### config.mk
export PLATFORM = sky130hd
export DESIGN_NAME = inverse_sigmoid_search_flat
export DESIGN_NICKNAME = d
export VERILOG_FILES = /design/src/rtl/inverse_sigmoid_search_if.sv /design/src/rtl/inverse_sigmoid_search.sv /design/src/flat_wrapper.sv
export SDC_FILE = /design/constraint.sdc
export NUM_CORES = 1
export LEC_CHECK = 0
export BUFFER_PORTS_ARGS = -buffer_cell sky130_fd_sc_hd__buf_2
export CORE_AREA = 3 3 120 110
export CTS_CLUSTER_SIZE = 10
export DETAILED_ROUTE_END_ITERATION = 7
export DIE_AREA = 0 0 123 113
export PLACE_DENSITY = 0.54
export SYNTH_ARGS = -nofsm -noshare
export SYNTH_HDL_FRONTEND = slang
export SYNTH_SLANG_ARGS = --single-unit
### constraint.sdc
create_clock -name clk -period 6.14 [get_ports clk]
set_clock_uncertainty 0.2 [all_clocks]
set_input_delay 1.228 -clock clk [delete_from_list [all_inputs] [get_ports clk]]
set_output_delay 1.228 -clock clk [all_outputs]
set_load 0.03 [all_outputs]
### src/rtl/inverse_sigmoid_search_if.sv
// Request/response bundle for the inverse-sigmoid search block.
// The block side uses the slave modport; the requester uses master.
`timescale 1ns/1ps
interface inverse_sigmoid_search_if #(
   parameter int DATA_IWIDTH = 16,
   parameter int DATA_OWIDTH = 6
);
   logic                   ivalid;
   logic                   iready;
   logic [DATA_IWIDTH-1:0] idata;
   logic                   ovalid;
   logic                   oready;
   logic [DATA_OWIDTH-1:0] odata;
   logic                   oclamp;

   modport slave  (input  ivalid, idata, oready,
                   output iready, ovalid, odata, oclamp);
   modport master (output ivalid, idata, oready,
                   input  iready, ovalid, odata, oclamp);
endinterface

### src/rtl/inverse_sigmoid_search.sv
// Inverse sigmoid by 6-step binary search over a 64-entry sigmoid table.
// One request in flight: IDLE accepts, SEARCH resolves one index bit per cycle, DONE holds the result.
`timescale 1ns/1ps
module inverse_sigmoid_search #(
   parameter int DATA_IWIDTH = 16,
   parameter int DATA_OWIDTH = 6
) (
   input  logic                    clk,
   input  logic                    rst_n,
   inverse_sigmoid_search_if.slave bus
);
   localparam logic [31:0] P_MIN = 32'h0000_024D;
   localparam logic [31:0] P_MAX = 32'h0000_7FFF;

   typedef enum logic [1:0] {IDLE, SEARCH, DONE} state_t;

   // floor(sigmoid(k/8) * 32768) for k = 0..32
   function automatic logic [15:0] t_upper(input logic [5:0] k);
      logic [15:0] t;
      case (k)
         6'd0:  t = 16'h4000;  6'd1:  t = 16'h43FE;  6'd2:  t = 16'h47F5;  6'd3:  t = 16'h4BDC;
         6'd4:  t = 16'h4FAC;  6'd5:  t = 16'h535F;  6'd6:  t = 16'h56EF;  6'd7:  t = 16'h5A57;
         6'd8:  t = 16'h5D93;  6'd9:  t = 16'h60A1;  6'd10: t = 16'h637E;  6'd11: t = 16'h662A;
         6'd12: t = 16'h68A6;  6'd13: t = 16'h6AF1;  6'd14: t = 16'h6D0C;  6'd15: t = 16'h6EFB;
         6'd16: t = 16'h70BD;  6'd17: t = 16'h7257;  6'd18: t = 16'h73CB;  6'd19: t = 16'h751B;
         6'd20: t = 16'h764A;  6'd21: t = 16'h775A;  6'd22: t = 16'h784F;  6'd23: t = 16'h792A;
         6'd24: t = 16'h79ED;  6'd25: t = 16'h7A9C;  6'd26: t = 16'h7B38;  6'd27: t = 16'h7BC3;
         6'd28: t = 16'h7C3F;  6'd29: t = 16'h7CAD;  6'd30: t = 16'h7D0F;  6'd31: t = 16'h7D65;
         default: t = 16'h7DB2;
      endcase
      return t;
   endfunction

   // sigmoid(-x) = 1 - sigmoid(x); the scaled value is never an integer, so the floor mirrors to 0x7FFF - T
   function automatic logic [15:0] t_lookup(input logic [5:0] i);
      if (i[5]) begin
         return t_upper({1'b0, i[4:0]});
      end
      return 16'h7FFF - t_upper(6'd32 - {1'b0, i[4:0]});
   endfunction

   state_t                 r_state, w_state_next;
   logic [DATA_IWIDTH-1:0] r_p, w_p_next;
   logic [5:0]             r_lo, w_lo_next;
   logic [2:0]             r_b, w_b_next;
   logic [DATA_OWIDTH-1:0] r_odata, w_odata_next;
   logic                   r_oclamp, w_oclamp_next;
   logic                   w_iready, w_ovalid;
   logic [5:0]             w_cand, w_lo_fin, w_code;
   logic [15:0]            w_t_cand;
   logic                   w_t_le, w_clamp;

   assign w_cand   = r_lo | (6'd1 << r_b);
   assign w_t_cand = t_lookup(w_cand);
   assign w_t_le   = (32'(w_t_cand) <= 32'(r_p));
   assign w_lo_fin = w_t_le ? w_cand : r_lo;
   assign w_code   = {~w_lo_fin[5], w_lo_fin[4:0]};
   assign w_clamp  = (32'(r_p) < P_MIN) || (32'(r_p) > P_MAX);

   always_comb begin
      w_state_next  = r_state;
      w_p_next      = r_p;
      w_lo_next     = r_lo;
      w_b_next      = r_b;
      w_odata_next  = r_odata;
      w_oclamp_next = r_oclamp;
      w_iready      = 1'b0;
      w_ovalid      = 1'b0;
      case (r_state)
         IDLE: begin
            w_iready = rst_n;
            if (bus.ivalid) begin
               w_p_next     = bus.idata;
               w_lo_next    = 6'd0;
               w_b_next     = 3'd5;
               w_state_next = SEARCH;
            end
         end
         SEARCH: begin
            w_lo_next = w_lo_fin;
            if (r_b == 3'd0) begin
               w_b_next      = 3'd5;
               w_odata_next  = DATA_OWIDTH'($signed(w_code));
               w_oclamp_next = w_clamp;
               w_state_next  = DONE;
            end else begin
               w_b_next = r_b - 3'd1;
            end
         end
         DONE: begin
            w_ovalid = 1'b1;
            if (bus.oready) begin
               w_state_next = IDLE;
            end
         end
         default: w_state_next = IDLE;
      endcase
   end

   always_ff @(posedge clk) begin
      if (!rst_n) begin
         r_state  <= IDLE;
         r_p      <= '0;
         r_lo     <= 6'd0;
         r_b      <= 3'd5;
         r_odata  <= '0;
         r_oclamp <= 1'b0;
      end else begin
         r_state  <= w_state_next;
         r_p      <= w_p_next;
         r_lo     <= w_lo_next;
         r_b      <= w_b_next;
         r_odata  <= w_odata_next;
         r_oclamp <= w_oclamp_next;
      end
   end

   assign bus.iready = w_iready;
   assign bus.ovalid = w_ovalid;
   assign bus.odata  = r_odata;
   assign bus.oclamp = r_oclamp;
endmodule

### src/flat_wrapper.sv
// flat-port wrapper written by rule: the top's interface ports become plain ports
module inverse_sigmoid_search_flat 
#(
   parameter int DATA_IWIDTH = 16,
   parameter int DATA_OWIDTH = 6
)
  (clk, rst_n, bus_ivalid, bus_idata, bus_oready, bus_iready, bus_ovalid, bus_odata, bus_oclamp);
  inverse_sigmoid_search_if #(.DATA_IWIDTH(DATA_IWIDTH), .DATA_OWIDTH(DATA_OWIDTH)) bus_i ();
  input  logic clk;
  input  logic rst_n;
  input wire logic [$bits(bus_i.ivalid)-1:0] bus_ivalid;
  input wire logic [$bits(bus_i.idata)-1:0] bus_idata;
  input wire logic [$bits(bus_i.oready)-1:0] bus_oready;
  output wire logic [$bits(bus_i.iready)-1:0] bus_iready;
  output wire logic [$bits(bus_i.ovalid)-1:0] bus_ovalid;
  output wire logic [$bits(bus_i.odata)-1:0] bus_odata;
  output wire logic [$bits(bus_i.oclamp)-1:0] bus_oclamp;
  assign bus_i.ivalid = bus_ivalid;
  assign bus_i.idata = bus_idata;
  assign bus_i.oready = bus_oready;
  assign bus_iready = bus_i.iready;
  assign bus_ovalid = bus_i.ovalid;
  assign bus_odata = bus_i.odata;
  assign bus_oclamp = bus_i.oclamp;
  inverse_sigmoid_search #(.DATA_IWIDTH(DATA_IWIDTH), .DATA_OWIDTH(DATA_OWIDTH)) u_core (.clk(clk), .rst_n(rst_n), .bus(bus_i));
endmodule
; ---- Yosys cells after proc, flatten, opt, wreduce, memory -nomap -nowiden
; Memories as Yosys holds them, arrays and structs flattened.
; Cells that the tools add are included.
[totals]
register_bits = 34
mem_bits_ro = 896
in_bits = 20
out_inout_bits = 9
wordCells = 47
memories = 2
[classes]
addsub = 3
n_lt_le_gt_ge = 3
eq_ne = 5
shifts = 1
muxes = 17
bitwise_logic = 2
n_reduce_logical = 8
[memory_table]
columns = name, depth, width, rd, rd_ports_with_merged_regs, write_ports, line_no
row1 = (name not given), 32, 14, 1, 0, 0, inverse_sigmoid_search.sv:20  ; case (k)
row2 = (name not given), 32, 14, 1, 0, 0, inverse_sigmoid_search.sv:20
[op_table]
columns = cell, n
row1 = 16-bit two-way mux, 4
row2 = "16-bit by 15-bit greater-than comparator with 1-bit output, second input constant", 1
row3 = 16-bit <= comparator, 1
row4 = "16-bit by 10-bit less-than comparator with 1-bit output, second input constant", 1
row5 = "15-bit by 16-bit subtractor with 16-bit output, first input constant", 1
row6 = 6-bit two-way mux, 2
row7 = 6-bit one-hot mux with 2 select lines, 1
row8 = 2-bit two-way mux, 3
row9 = 3-bit two-way mux, 2
row10 = 6-bit OR, 1
row11 = 2-bit one-hot mux with 3 select lines, 1
row12 = 3-bit one-hot mux with 2 select lines, 1
row13 = 2-bit AND reduction, 3
row14 = "1-bit by 3-bit left shift with 6-bit output, first input constant", 1
row15 = "6-bit by 5-bit subtractor with 6-bit output, first input constant", 1
row16 = "2-bit inequality test, second input constant", 2
row17 = 3-bit zero test, 1
row18 = 1-bit two-way mux, 3
row19 = 3-bit AND reduction, 1
row20 = "3-bit by 1-bit subtractor with 3-bit output, second input constant", 1
row21 = "2-bit by 1-bit equality test with 1-bit output, second input constant", 1
row22 = "2-bit equality test, second input constant", 1
row23 = 2-bit zero test, 1
row24 = "2-bit by 1-bit inequality test with 1-bit output, second input constant", 1
row25 = other kinds (3), 3

; ---- Depth between registers and ports, before layout
; An unclocked memory read counts as a cell.
[depth]
depth_word = 11
ltp_mapped = 23

; ---- Worst setup path after synthesis
; OpenSTA, ideal clock, no wires.
[synth_path]
path_type = reg2reg
start = register u_core.r_b[2]
end = register u_core.r_lo[0]
t_arrival_ns = 4.364
required_ns = 5.865
path_slack_ns = 1.501
stages_incl_launch_ff = 23
n_path_buf = 5
period_less_slack_ns = 4.639
path_cell_list = dfxtp_1 > buf_4 > nor3_1 > or2_1 > buf_2 > inv_2 > clkbuf_1 > ha_1 > inv_1 > or4_4 > buf_6 > xnor2_4 > buf_2 > a21oi_1 > a211o_1 > ha_1 > nor2b_1 > o211ai_1 > a21oi_1 > o21ai_0 > a21oi_1 > nand2b_1 > o21ai_0
[synth_via]
elab_chain_cells = 11
[synth_rtl]
columns = item, line_no
row1 = from (decl), inverse_sigmoid_search.sv:45  ; logic [2:0] r_b, w_b_next;
row2 = from (signal assigned), inverse_sigmoid_search.sv:112  ; r_b <= w_b_next;
row3 = 1-bit by 3-bit left shift with 6-bit output *, inverse_sigmoid_search.sv:53  ; assign w_cand = r_lo | (6'd1 << r_b);
row4 = 6-bit OR *, inverse_sigmoid_search.sv:53
row5 = 6-bit by 5-bit subtractor with 6-bit output, inverse_sigmoid_search.sv:39  ; return 16'h7FFF - t_upper(6'd32 - {1'b0, i[4:0]});
row6 = memory 32 x 14 bit, n/a
row7 = 16-bit two-way mux, inverse_sigmoid_search.sv:20
row8 = 16-bit two-way mux, inverse_sigmoid_search.sv:39
row9 = 15-bit by 16-bit subtractor with 16-bit output, inverse_sigmoid_search.sv:39
row10 = 16-bit two-way mux, inverse_sigmoid_search.sv:39
row11 = 16-bit <= comparator, inverse_sigmoid_search.sv:55  ; assign w_t_le = (32'(w_t_cand) <= 32'(r_p));
row12 = 6-bit two-way mux *, inverse_sigmoid_search.sv:56  ; assign w_lo_fin = w_t_le ? w_cand : r_lo;
row13 = 6-bit one-hot mux with 2 select lines *, inverse_sigmoid_search.sv:69  ; case (r_state)
row14 = to (signal assigned), inverse_sigmoid_search.sv:111  ; r_lo <= w_lo_next;
row15 = to (decl), inverse_sigmoid_search.sv:44  ; logic [5:0] r_lo, w_lo_next;
; Every way passes the cells marked *; elsewhere a longest branch is shown, timed or not. The select of a mux whose other input is x is not followed.
; A chain may end at the register's enable or synchronous reset.

; ---- Worst setup path in the final report
[layout_path]
start = register u_core.r_b[0]
end = register u_core.r_lo[0]
; Same word-level chain as after synthesis.

==> flow_summary_export.csv <==
group,metric,value,unit
power,p_clk_share,40.5,%
logic_synthesis,synth.cell_area,3570,um^2
die,start_util,29.7,%
clocking,cts_tree,"done",
critical_path,cp_num_buf_inv,2,
grt,grt_pass1_wl,18700,um
hold_path,hold_path.class,"reg -> reg",
grt,grt_pass1_vias,3496,
route,drtPass1Iterations,5,
logic_synthesis,ys_ff_latch,34,
flow_run,drv_cap,0,
power,comb_power_share,26.3,%
sta,setup_tns,0,ns
logic_synthesis,ys_top_cells_by_area,"dfxtp_1 (19%), ha_1 (11%), nand2_1 (9.3%), a21oi_1 (6.7%), a21boi_0 (4.6%)",
logic_synthesis,syn-num-nets,565,
placement,gp_congestion,0.895,
clocking,post_cts_buffers,0,
route,final_antenna_net_count,0,
critical_path,path_max_fanout,19,
sta,period_share,81.9,%
clocking,cts_buffer_depth,2,
logic_synthesis,synth-edff-count,0,
die,rows,38,
route,drc,0,
logic_synthesis,synth_warnings,0,
die,die_x,123,um
layout,area_growth,9.84,%
critical_path,criticalPathCategory,"reg -> reg",
clocking,h-tree-depth,2,
critical_path,cp.required,6.14,ns
logic_synthesis,yosys_most_used_dff,"dfxtp_1",
logic_synthesis,synth_top_area_share,19.0,%
power,power_frac_seq,33.2,%
critical_path,max_stage_delay,0.66,ns
clocking,cts-hold-fix-buffers,0,
sta,finalSetupViolCount,0,
power,p_per_area,183,nW/um^2
logic_synthesis,synthArstFlopShare,0,%
power,internal-power,503,uW
route,routedWlPerCell,17.1,um
route,wirelength,11500,um
sta,post-route-min-period,5.03,ns
clocking,numCtsBuffers,5,
critical_path,cp_top_family,"simple AND/OR/NAND/NOR gates",
placement,dp_hpwl,8370,um
clocking,clock_sinks,34,
clocking,path_clk_slew,0.05,ns
route,vias,3836,
power,leakage,0.00154,uW
sta,slew_viol_final,0,
sta,hold_ws,0.263,ns
critical_path,crit_path_top_delay_cell,"dfxtp_1",
logic_synthesis,seq_area_frac_synth,19.0,%
grt,antenna_found_initial,0,
power,switching_share,29.9,%
sta,rsz0062_at_grt,"no",
die,coreArea,12000,um^2
grt,grt_max_degree,37,
logic_synthesis,yosysMostFrequentCell,"nand2_1",
placement,port_buffers,28,
die,io_pins,29,
clocking,clock_latency,0.28,ns
logic_synthesis,syn_avg_cell_area,6.94,um^2
power,power.switching,215,uW
layout,num-nets-final,564,
route,first_iter_violations,442,
critical_path,cp_cell_sequence,"nor3_1, or2_1, inv_2, ha_1, inv_1, or4_4, xnor2_4, nor3_1, a2111oi_2, a21oi_1, o32ai_2, ha_1, a21oi_1, o21ai_0, o21ai_0, a21oi_1, nand2b_1, o21ai_0",
layout,drive_gt1_share,11.3,%
route,via_per_inst,5.69,
sta,fmax,199,MHz
critical_path,crit_path_end_kind,"register",
die,die_h,113,um
logic_synthesis,synthCells,515,
clocking,cts-resized-gates,0,
logic_synthesis,yosysTopAreaCell,"dfxtp_1",
die,die_area,13900,um^2
sta,max_slew_margin,36.7,%
outcome,outcome,"completed",
layout,antenna_cells,0,
critical_path,cp.arrival,5.03,ns
clocking,cts_root_buf,"clkbuf_16",
sta,worst_pin_slew,0.944,ns
grt,grt.total_usage,16.8,%
power,irDropWorstVdd,0.168,mV
sta,hold_viol_final,0,
grt,grt-ovfl-total,0,
logic_synthesis,synthTopCellsByCount,"nand2_1 (89), a21oi_1 (48), nor2_1 (43), dfxtp_1 (34), ha_1 (30)",
logic_synthesis,synth_cell_type_count,72,
critical_path,critPathLaunchType,"register",
-- routing by layer --
layer | global-route usage [%] | routed length [um] | up-vias
met5 | 0 | 0 | -
met4 | 3.84 | 154 | 0
met3 | 3.50 | 883 | 20
met2 | 24.8 | 4980 | 184
met1 | 24.9 | 5530 | 1783
li1 | - | - | 1849
-- stage by stage --
stage                     std cells  power, uW  setup WS, ns  util (%)  instance area [um^2]
after floorplan                 515        379          1.50         -                  3570
after global placement          667        426          1.29      31.2                  3760
after detailed placement        667        428          1.23      31.2                  3760
after CTS                       674        720          1.18      32.6                  3930
after global routing            674        754         0.730      32.6                  3930
final                           674        718          1.11      32.6                  3930
-- tightest hold or removal path, stage by stage, from the launching register on --
cell      delay (ns)
dfxtp_1         0.30
nand2_1         0.05
a21boi_0        0.06
-- area by class of cell --
class                      count  area [um^2]
tap                          160          200
multi-input combinational    412         2580
clock buffer                   6          139
clock inverter                 1         30.0
fill                        1291         8100
inverter                      25         93.8
sequential                    34          681
timing repair buffer          36          200
-- worst paths after layout --
check	start	end	slack (ns)	depth (start not counted)
worst max-delay path	u_core.r_b[0]	u_core.r_lo[0]	1.11	18
worst min-delay path	u_core.bus.odata[1]	u_core.bus.odata[1]	0.26	2
worst min register to register	u_core.bus.odata[1]	u_core.bus.odata[1]	0.26	2
worst max register to register	u_core.r_b[0]	u_core.r_lo[0]	1.11	18
-- kinds of logic (layout without fill, tap and decap cells) --
logic type	after synthesis	after routing	synth area share, %
buffers and inverters	69	68	8.72
flip-flops	34	34	19.0
XOR/XNOR	5	5	2.49
multiplexers	1	1	0.280
AO/OA/AOI/OAI	181	181	33.9
adder cells (fa/ha/maj)	30	30	10.5
AND/OR/NAND/NOR	195	195	25.1
-- power by group through the flow --
stage / Sequential (uW) / Clock, uW / Combinational (uW)
finish: 238 / 291 / 189
global route: 240 / 304 / 210
CTS: 238 / 295 / 186
detailed placement: 243 / 0 / 185
global placement: 243 / 0 / 183
floorplan: 238 / 0 / 141
-- cells in the final DEF (no fill, tap or decap), types with 3 or more instances in the layout --
master     count
nand3_1       12
a21o_1         4
clkbuf_16      5
nor2b_1        4
o31ai_1        5
a21boi_0      22
nand2b_1       4
a221oi_1       4
nand2_1       89
a21oi_1       48
a311oi_1       3
dfxtp_1       34
a31oi_1       13
nor4_1         3
o21ai_1        4
buf_4          8
o211ai_1      10
nor2_1        43
and2_1         4
o22ai_1        4
o21a_1         3
and3_1         3
nor3_1        15
nand4_1        4
ha_1          30
o21ai_0       26
a211oi_1       7
buf_2         28
a211o_1        3
inv_1         23
or3_1          3
-- registers in the layout, indices dropped and copies added (netlist names) --
signal and cells:
u_core.r_state 2, u_core.r_b 3, u_core.r_p 16, u_core.r_lo 6, u_core.bus.oclamp 1, u_core.bus.odata 6
Note: power is estimated with default switching activity, not from simulation.
